`src/rtl/uart_tx.sv`:
```
// UART transmitter: valid/ready word in, start + LSB-first data + optional parity + stop bits out.
// Optional feature: define UART_TX_HOLD_EN for a one-entry holding register that chains frames.
module uart_tx #(
  parameter int unsigned DATA_BITS   = 8,
  parameter int unsigned BAUD_RATE   = 115200,
  parameter int unsigned SYS_CLK     = 100_000_000,
  parameter int unsigned STOP_BITS   = 1,
  parameter int unsigned HAS_PARITY  = 0,
  parameter int unsigned PARITY_EVEN = 0
) (
  input  logic                 clk,
  input  logic                 reset,
  input  logic                 valid,
  output logic                 ready,
  input  logic [DATA_BITS-1:0] data_in,
  output logic                 tx,
  output logic                 busy
);

  localparam int unsigned N     = SYS_CLK / BAUD_RATE;
  localparam int unsigned CNT_W = (N < 2) ? 1 : $clog2(N);
  localparam int unsigned BIT_W = $clog2(DATA_BITS + 1);

  if (N < 2) begin : g_bad_baud
    $error("uart_tx: SYS_CLK/BAUD_RATE must be at least 2");
  end
  if (STOP_BITS < 1 || STOP_BITS > 3) begin : g_bad_stop
    $error("uart_tx: STOP_BITS must be 1..3");
  end
  if (DATA_BITS < 5 || DATA_BITS > 9) begin : g_bad_data
    $error("uart_tx: DATA_BITS must be 5..9");
  end

  typedef enum logic [2:0] {
    S_IDLE,
    S_START,
    S_DATA,
    S_PARITY,
    S_STOP
  } state_t;

  state_t               state;
  logic [CNT_W-1:0]     cnt;
  logic [BIT_W-1:0]     bit_cnt;
  logic [DATA_BITS-1:0] shift;
  logic                 par_bit;

  logic                 strobe_c;
  logic                 last_stop_c;
  logic                 accept_c;
  logic                 start_frame_c;
  logic [DATA_BITS-1:0] start_word_c;
  logic                 start_par_c;

  assign strobe_c    = (cnt == CNT_W'(N - 1));
  assign last_stop_c = (state == S_STOP) && strobe_c && (bit_cnt == BIT_W'(STOP_BITS - 1));
  assign accept_c    = valid && ready;
  assign start_par_c = (PARITY_EVEN != 0) ? (^start_word_c) : (~^start_word_c);

`ifdef UART_TX_HOLD_EN
  logic                 hold_full;
  logic [DATA_BITS-1:0] hold_data;
  logic                 direct_c;
  logic                 hold_full_next_c;

  // A held word always wins over the input; a new word goes straight to the shifter only when idle and empty.
  always_comb begin
    direct_c         = (state == S_IDLE) && !hold_full;
    start_frame_c    = (hold_full && ((state == S_IDLE) || last_stop_c)) || (accept_c && direct_c);
    start_word_c     = hold_full ? hold_data : data_in;
    hold_full_next_c = hold_full;
    if (start_frame_c && hold_full) hold_full_next_c = 1'b0;
    if (accept_c && !direct_c)      hold_full_next_c = 1'b1;
  end

  always_ff @(posedge clk) begin
    if (reset) begin
      hold_full <= 1'b0;
      hold_data <= '0;
      ready     <= 1'b0;
    end else begin
      hold_full <= hold_full_next_c;
      if (accept_c && !direct_c) hold_data <= data_in;
      ready <= !hold_full_next_c;
    end
  end
`else
  always_comb begin
    start_frame_c = accept_c && (state == S_IDLE);
    start_word_c  = data_in;
  end

  // Ready only while the FSM sits (or is about to sit) in IDLE.
  always_ff @(posedge clk) begin
    if (reset) begin
      ready <= 1'b0;
    end else begin
      ready <= !start_frame_c && ((state == S_IDLE) || last_stop_c);
    end
  end
`endif

  always_ff @(posedge clk) begin
    if (reset) begin
      state   <= S_IDLE;
      cnt     <= '0;
      bit_cnt <= '0;
      shift   <= '0;
      par_bit <= 1'b0;
      tx      <= 1'b1;
      busy    <= 1'b0;
    end else begin
      cnt <= ((state == S_IDLE) || strobe_c) ? '0 : cnt + CNT_W'(1);
      if (start_frame_c) begin
        state   <= S_START;
        cnt     <= '0;
        bit_cnt <= '0;
        shift   <= start_word_c;
        par_bit <= start_par_c;
        tx      <= 1'b0;
        busy    <= 1'b1;
      end else begin
        case (state)
          S_IDLE: begin
            tx   <= 1'b1;
            busy <= 1'b0;
          end
          S_START: begin
            if (strobe_c) begin
              state <= S_DATA;
              tx    <= shift[0];
            end
          end
          S_DATA: begin
            if (strobe_c) begin
              if (bit_cnt == BIT_W'(DATA_BITS - 1)) begin
                bit_cnt <= '0;
                if (HAS_PARITY != 0) begin
                  state <= S_PARITY;
                  tx    <= par_bit;
                end else begin
                  state <= S_STOP;
                  tx    <= 1'b1;
                end
              end else begin
                shift   <= shift >> 1;
                tx      <= shift[1];
                bit_cnt <= bit_cnt + BIT_W'(1);
              end
            end
          end
          S_PARITY: begin
            if (strobe_c) begin
              state <= S_STOP;
              tx    <= 1'b1;
            end
          end
          S_STOP: begin
            if (strobe_c) begin
              if (last_stop_c) begin
                state   <= S_IDLE;
                bit_cnt <= '0;
                busy    <= 1'b0;
              end else begin
                bit_cnt <= bit_cnt + BIT_W'(1);
              end
            end
          end
          default: begin
            state <= S_IDLE;
            tx    <= 1'b1;
            busy  <= 1'b0;
          end
        endcase
      end
    end
  end

endmodule

```
`config.mk`:
```
export PLATFORM = sky130hd
export DESIGN_NAME = uart_tx
export DESIGN_NICKNAME = d
export VERILOG_FILES = /design/src/rtl/uart_tx.sv
export SDC_FILE = /design/constraint.sdc
export NUM_CORES = 1
export LEC_CHECK = 0
export ABC_AREA = 1
export BUFFER_PORTS_ARGS = -buffer_cell sky130_fd_sc_hd__buf_2
export CAP_MARGIN = 20
export CORE_ASPECT_RATIO = 0.75
export CORE_MARGIN = 1.5
export CORE_UTILIZATION = 52
export DETAILED_ROUTE_END_ITERATION = 10
export GPL_ROUTABILITY_DRIVEN = 0
export PLACE_DENSITY_LB_ADDON = 0.12
export SETUP_SLACK_MARGIN = 0.2
export SLEW_MARGIN = 10
export SYNTH_ARGS = -nofsm -noshare
export SYNTH_HDL_FRONTEND = slang
export SYNTH_SLANG_ARGS = --single-unit
```
`constraint.sdc`:
```
create_clock -name clk -period 1.9 [get_ports clk]
set_input_delay 0.095 -clock clk [delete_from_list [all_inputs] [get_ports clk]]
set_output_delay 0.095 -clock clk [all_outputs]
set_load 0.02 [all_outputs]
```
Yosys cells after proc, flatten, opt, wreduce, memory -nomap -nowiden:

Index checks and enable logic that the tools add are counted.

* register bits after elaboration: 28
* latch bits: 0
* bits in writable memories: 0
* bits in read-only memories: 0
* output and inout port bits: 3
* word-level logic and storage cells: 82
* memories kept: 0

* add/sub/neg operators: 2
* multiply operators: 0
* div/mod/pow operators: 0
* magnitude comparators: 0
* equal/unequal tests: 22
* shift operators: 0
* mux-type cells: 27
* bitwise gates (word level): 1
* reduce and logical (&&, ||, !) cells: 22

Operators with widths (number)
* two-way mux 8 bit: 4
* two-way mux 3 bit: 6
* != test 2 bit (second input constant): 9
* != test 3 bit (second input constant): 6
* two-way mux 4 bit: 4
* case mux 3 bit (5 select lines): 1
* AND reduction 7 bit: 2
* adder 10 x 1 -> 10 bit (second input constant): 1
* equality test 10 bit (second input constant): 1
* two-way mux 1 bit: 9
* AND reduction 3 bit: 3
* case mux 4 bit (2 select lines): 1
* equality test 3 x 2 -> 1 bit (second input constant): 2
* nonzero test 2 bit: 3
* OR reduction 3 bit: 2
* logical AND 1 bit: 5
* adder 4 x 1 -> 4 bit (second input constant): 1
* equality test 4 x 3 -> 1 bit (second input constant): 1
* zero test 4 bit: 1
* case mux 1 bit (4 select lines): 1
* AND reduction 4 bit: 1
* equality test 3 x 1 -> 1 bit (second input constant): 1
* equality test 3 bit (second input constant): 1
* zero test 3 bit: 1
* other kinds (6): 7

Depth between registers and ports, before layout:

* word-level depth: 7
* gate-level depth with buffers: 11
* mapped depth without buffers: 11

Worst setup path before layout:

No wires, ideal clock.

* path kind: flip-flop to flip-flop
* start point: register cnt[0]
* end point: register bit_cnt[1]
* library setup time: 118 ps
* arrival: 1347 ps
* data required time: 1782 ps
* path slack: 435 ps
* cell stages (with the launch flop): 10
* path through: dfxtp_1 ha_1 inv_1 nor2_2 nand2_1 nor2_1 nand3_2 inv_1 nand3_1 nor3b_2

* word-level cells in the longest chain between the ends: 6
* elaborated cells between the ends (all ways): 9
* those cells by class: eq/ne: 3; mux: 3; reduce/logical: 3

RTL lines
* from (decl): RTL line 43 `logic [CNT_W-1:0] cnt;`
* from (signal assigned): RTL line 113 `cnt <= ((state == S_IDLE) || strobe_c) ? '0 : cnt + CNT_W'(1);`
* equality test 10 bit *: RTL line 55 `assign strobe_c = (cnt == CNT_W'(N - 1));`
* logical AND 1 bit (2 in a row): RTL line 56 `assign last_stop_c = (state == S_STOP) && strobe_c && (bit_cnt == BIT_W'(STOP_BITS - 1));`
* two-way mux 4 bit: RTL line 160 `if (last_stop_c) begin`
* two-way mux 4 bit: RTL line 159 `if (strobe_c) begin`
* case mux 4 bit (2 select lines): RTL line 123 `case (state)`
* to (signal assigned): RTL line 148 `bit_cnt <= bit_cnt + BIT_W'(1);`
* to (signal assigned): RTL line 165 `bit_cnt <= bit_cnt + BIT_W'(1);`
* to (decl): RTL line 44 `logic [BIT_W-1:0] bit_cnt;`

Every way passes the cells marked *; elsewhere a longest branch is shown, timed or not. The select of a mux whose other input is x is not followed.
A chain may end at the register's enable or synchronous reset.

Final worst setup path:

* start point: register cnt[1]
* end point: register bit_cnt[3]

Same word-level chain as after synthesis.

==> flow_metrics.env <==
export IMPL_finalSetupTns_ps=0
export IMPL_min_period_ps=1570
export IMPL_drv_cap=0
export IMPL_ant_nets=0
export IMPL_cts_buffers=3
export IMPL_vias=1350
export IMPL_dieArea_um2=3120
export IMPL_nets=244
export IMPL_detailed_place_hpwl_mm=2.23
export IMPL_required_ps=2070
export IMPL_yosysWarnings=0
export IMPL_clock_sink_count=28
export IMPL_grt_overflow=0
export IMPL_syn_area_per_cell_um2=6.88
export IMPL_power_w=0.00171
export IMPL_ys_types=26
export IMPL_max_stage_delay_ps=350
export IMPL_antenna_found_initial=0
export IMPL_p_leak_nw=0.742
export IMPL_area_delta_synth_final_pct=14.1
export IMPL_drive_gt1_share_pct=20.1
export IMPL_cp_arrival_ps=1740
export IMPL_hp_class="input pin to flop"
export IMPL_pwr_share_clk_pct=21.5
export IMPL_synth_nets=225
export IMPL_cts_root_buf="clkbuf_8"
export IMPL_final_hold_violation_count=0
export IMPL_start_util_pct=55.3
export IMPL_drv_slew=0
export IMPL_drt_iter0_drc=92
export IMPL_port_buffers=13
export IMPL_min_path_cells=3
export IMPL_tightest_slew_ps=357
export IMPL_die_h_um=48.8
export IMPL_period_share_pct=82.5
export IMPL_pwr_density_cell_nw_per_um2=1030
export IMPL_grt_pass1_wl_mm=4.97
export IMPL_wl_per_cell_um=11.1
export IMPL_max_freq_ghz=0.638
export IMPL_ff2ff_path_depth=9
export IMPL_io_pins=14
export IMPL_path_cells="ha_2 > inv_1 > nor2_4 > nand2_1 > nor2_2 > nand3_2 > buf_4 > o21ai_0 > a21oi_1"
export IMPL_cts_tree="built"
export IMPL_p_int_w=0.00105
export IMPL_worstSkewPairLatency_ps=270
export IMPL_hp_start="data_in[7]"
export IMPL_r2r_end="bit_cnt[3]"
export IMPL_num_antenna_cells=0
export IMPL_cts_htree_levels=1
export IMPL_synth_top_cell_by_area="dfxtp_1"
export IMPL_grt_pass1_vias=1156
export IMPL_syn_area_um2=1450
export IMPL_drcViolationCount=0
export IMPL_synth_area_top_cells="dfxtp_1 (39%), nand2_1 (17%), a21oi_1 (6.6%)"
export IMPL_crit_path_end_kind="flop"
export IMPL_dr_pass1_iters=4
export IMPL_fin_skew_ps=5.29
export IMPL_cp_max_fo=4
export IMPL_relSlewSlack_pct=76.0
export IMPL_startpoint_type="flop"
export IMPL_cp_slowest_cell="dfxtp_1"
export IMPL_drt_vias_per_instance=5.09
export IMPL_seq_area_frac_synth_pct=38.6
export IMPL_synth_top_area_share_pct=38.6
export IMPL_core_area_um2=2620
export IMPL_setup_violations=0
export IMPL_comb_power_share_pct=36.5
export IMPL_n_fill_cell=253
export IMPL_status="completed"
export IMPL_reg2reg_from="cnt[1]"
export IMPL_synth_seq_cells=28
export IMPL_multi_input_area_um2=798
export IMPL_die_w_um=64.0
export IMPL_finalWirelength_mm=2.94
export IMPL_rsz0062_at_grt="no"
export IMPL_syn_inst=211
export IMPL_min_to="shift[7]"
export IMPL_grt_usage_pct=19.8
export IMPL_seq_power_share_pct=42.1
export IMPL_hold_buffers=0
export IMPL_register_area_um2=562
export IMPL_p_switching_w=0.000659
export IMPL_grt_max_degree=16
export IMPL_irDropWorstVdd_mv=0.734
export IMPL_clk_pin_slew_ps=100
export IMPL_critPathKind="flop to flop"
export IMPL_clockBufferDepth=2
export IMPL_p_sw_share_pct=38.6
export IMPL_regToRegSetupSlack_ps=330
export IMPL_fp_row_count=16
flip-flops by register name, indices dropped and copies added, names as in the netlist:
name / count
bit_cnt: 4
busy: 1
cnt: 10
ready: 1
shift: 8
state: 3
tx: 1
placed cells by master, fill, tap and decap left out, types with 2 or more instances in the layout:
master    count
nor2_1       20
clkbuf_8      4
inv_2         4
dfxtp_1      27
nand4_1       2
xor2_1        2
inv_1        25
o21ai_0       5
nor4_1        2
nand2_2       3
buf_2        13
nand3_2       5
nand3_1       9
buf_4         3
ha_1          2
nor3_1        3
nand2_1      64
nor2_2        4
a21oi_1      19
worst max-delay path by stage:
stage | startpoint | endpoint | slack, ps | cells past startpoint
after floorplan | cnt[0] | bit_cnt[1] | 440 | 9
after global placement | cnt[0] | bit_cnt[1] | 300 | 9
after global routing | cnt[0] | bit_cnt[3] | 190 | 10
after CTS | cnt[0] | bit_cnt[1] | 250 | 9
after detailed placement | cnt[0] | bit_cnt[1] | 260 | 9
final | cnt[1] | bit_cnt[3] | 330 | 9
power groups by stage:
| stage | sequential, W | clock [W] | combinational [W] |
|---|---|---|---|
| 6_report | 0.000719 | 0.000367 | 0.000623 |
| 5_1_grt | 0.000730 | 0.000404 | 0.000713 |
| 4_1_cts | 0.000712 | 0.000375 | 0.000604 |
| 3_5_place_dp | 0.000726 | 0 | 0.000602 |
| 3_3_place_gp | 0.000723 | 0 | 0.000595 |
| 2_1_floorplan | 0.000741 | 0 | 0.000451 |
layer usage:
layer | routed length, µm | global-route usage, %
met5 | 0 | 0
met4 | 8 | 1.45
met3 | 172 | 4.88
met2 | 1290 | 31.1
met1 | 1470 | 28.8
cells by family (layout without fill, tap and decap cells):
| logic type | count (synthesis) | in the layout | synth area share, % |
|---|---|---|---|
| and+or+nand+nor | 119 | 119 | 38.3 |
| buffers and inverters | 31 | 49 | 8.28 |
| AOI/OAI and AO/OA | 28 | 28 | 11.0 |
| DFF | 28 | 28 | 38.6 |
| adders and majority gates | 3 | 3 | 2.59 |
| xor gates and xnor gates | 2 | 2 | 1.21 |
synthesized netlist by cell type:
cell,count
inv_1,25
nor3b_2,1
dfxtp_1,28
nor2_2,4
o31ai_1,1
clkbuf_1,1
nor3_1,3
buf_4,1
nand3_2,5
nor4_1,2
inv_2,4
nand4_1,2
nor3b_1,1
o21a_1,1
o21ai_4,1
nor3_4,1
o21ai_0,5
nand3_1,10
a21oi_1,19
nor2_1,21
nand2_2,4
nor3_2,1
a21oi_2,1
xor2_1,2
ha_1,3
nand2_1,64
per-stage QoR:
| step | instances | setup WS (ps) | hold WS [ps] | utilization, % | instance area [µm²] |
|---|---|---|---|---|---|
| 6_report | 265 | 332 | 74.1 | 63.2 | 1660 |
| 4_1_cts | 263 | 248 | 72.9 | 61.5 | 1610 |
| 5_1_grt | 265 | 192 | 69.5 | 63.2 | 1660 |
| 2_1_floorplan | 211 | 435 | 193 | - | 1450 |
| 3_5_place_dp | 259 | 262 | 370 | 59.4 | 1560 |
| 3_3_place_gp | 259 | 304 | 360 | 59.4 | 1560 |
repair_timing:
item                                    CTS  global route
resized for setup                         0             7
endpoints found under the setup margin    0            15
setup buffers                             0             2
critical path: cells and delay by family, from the launching register on:
family | cells | cell delay [ps]
adders and majority gates | 1 | 190
and+or+nand+nor | 4 | 460
buffers and inverters | 2 | 240
DFF | 1 | 350
AOI/OAI and AO/OA | 2 | 220
cell type report:
type	count	area share, %
clock buffers	4	3.32
flip-flops and latches	28	33.9
multi-input cells	152	48.2
well taps	36	2.72
repair buffers	16	5.29
inverters	29	6.57
No activity file was read; power rests on OpenSTA's default activity.
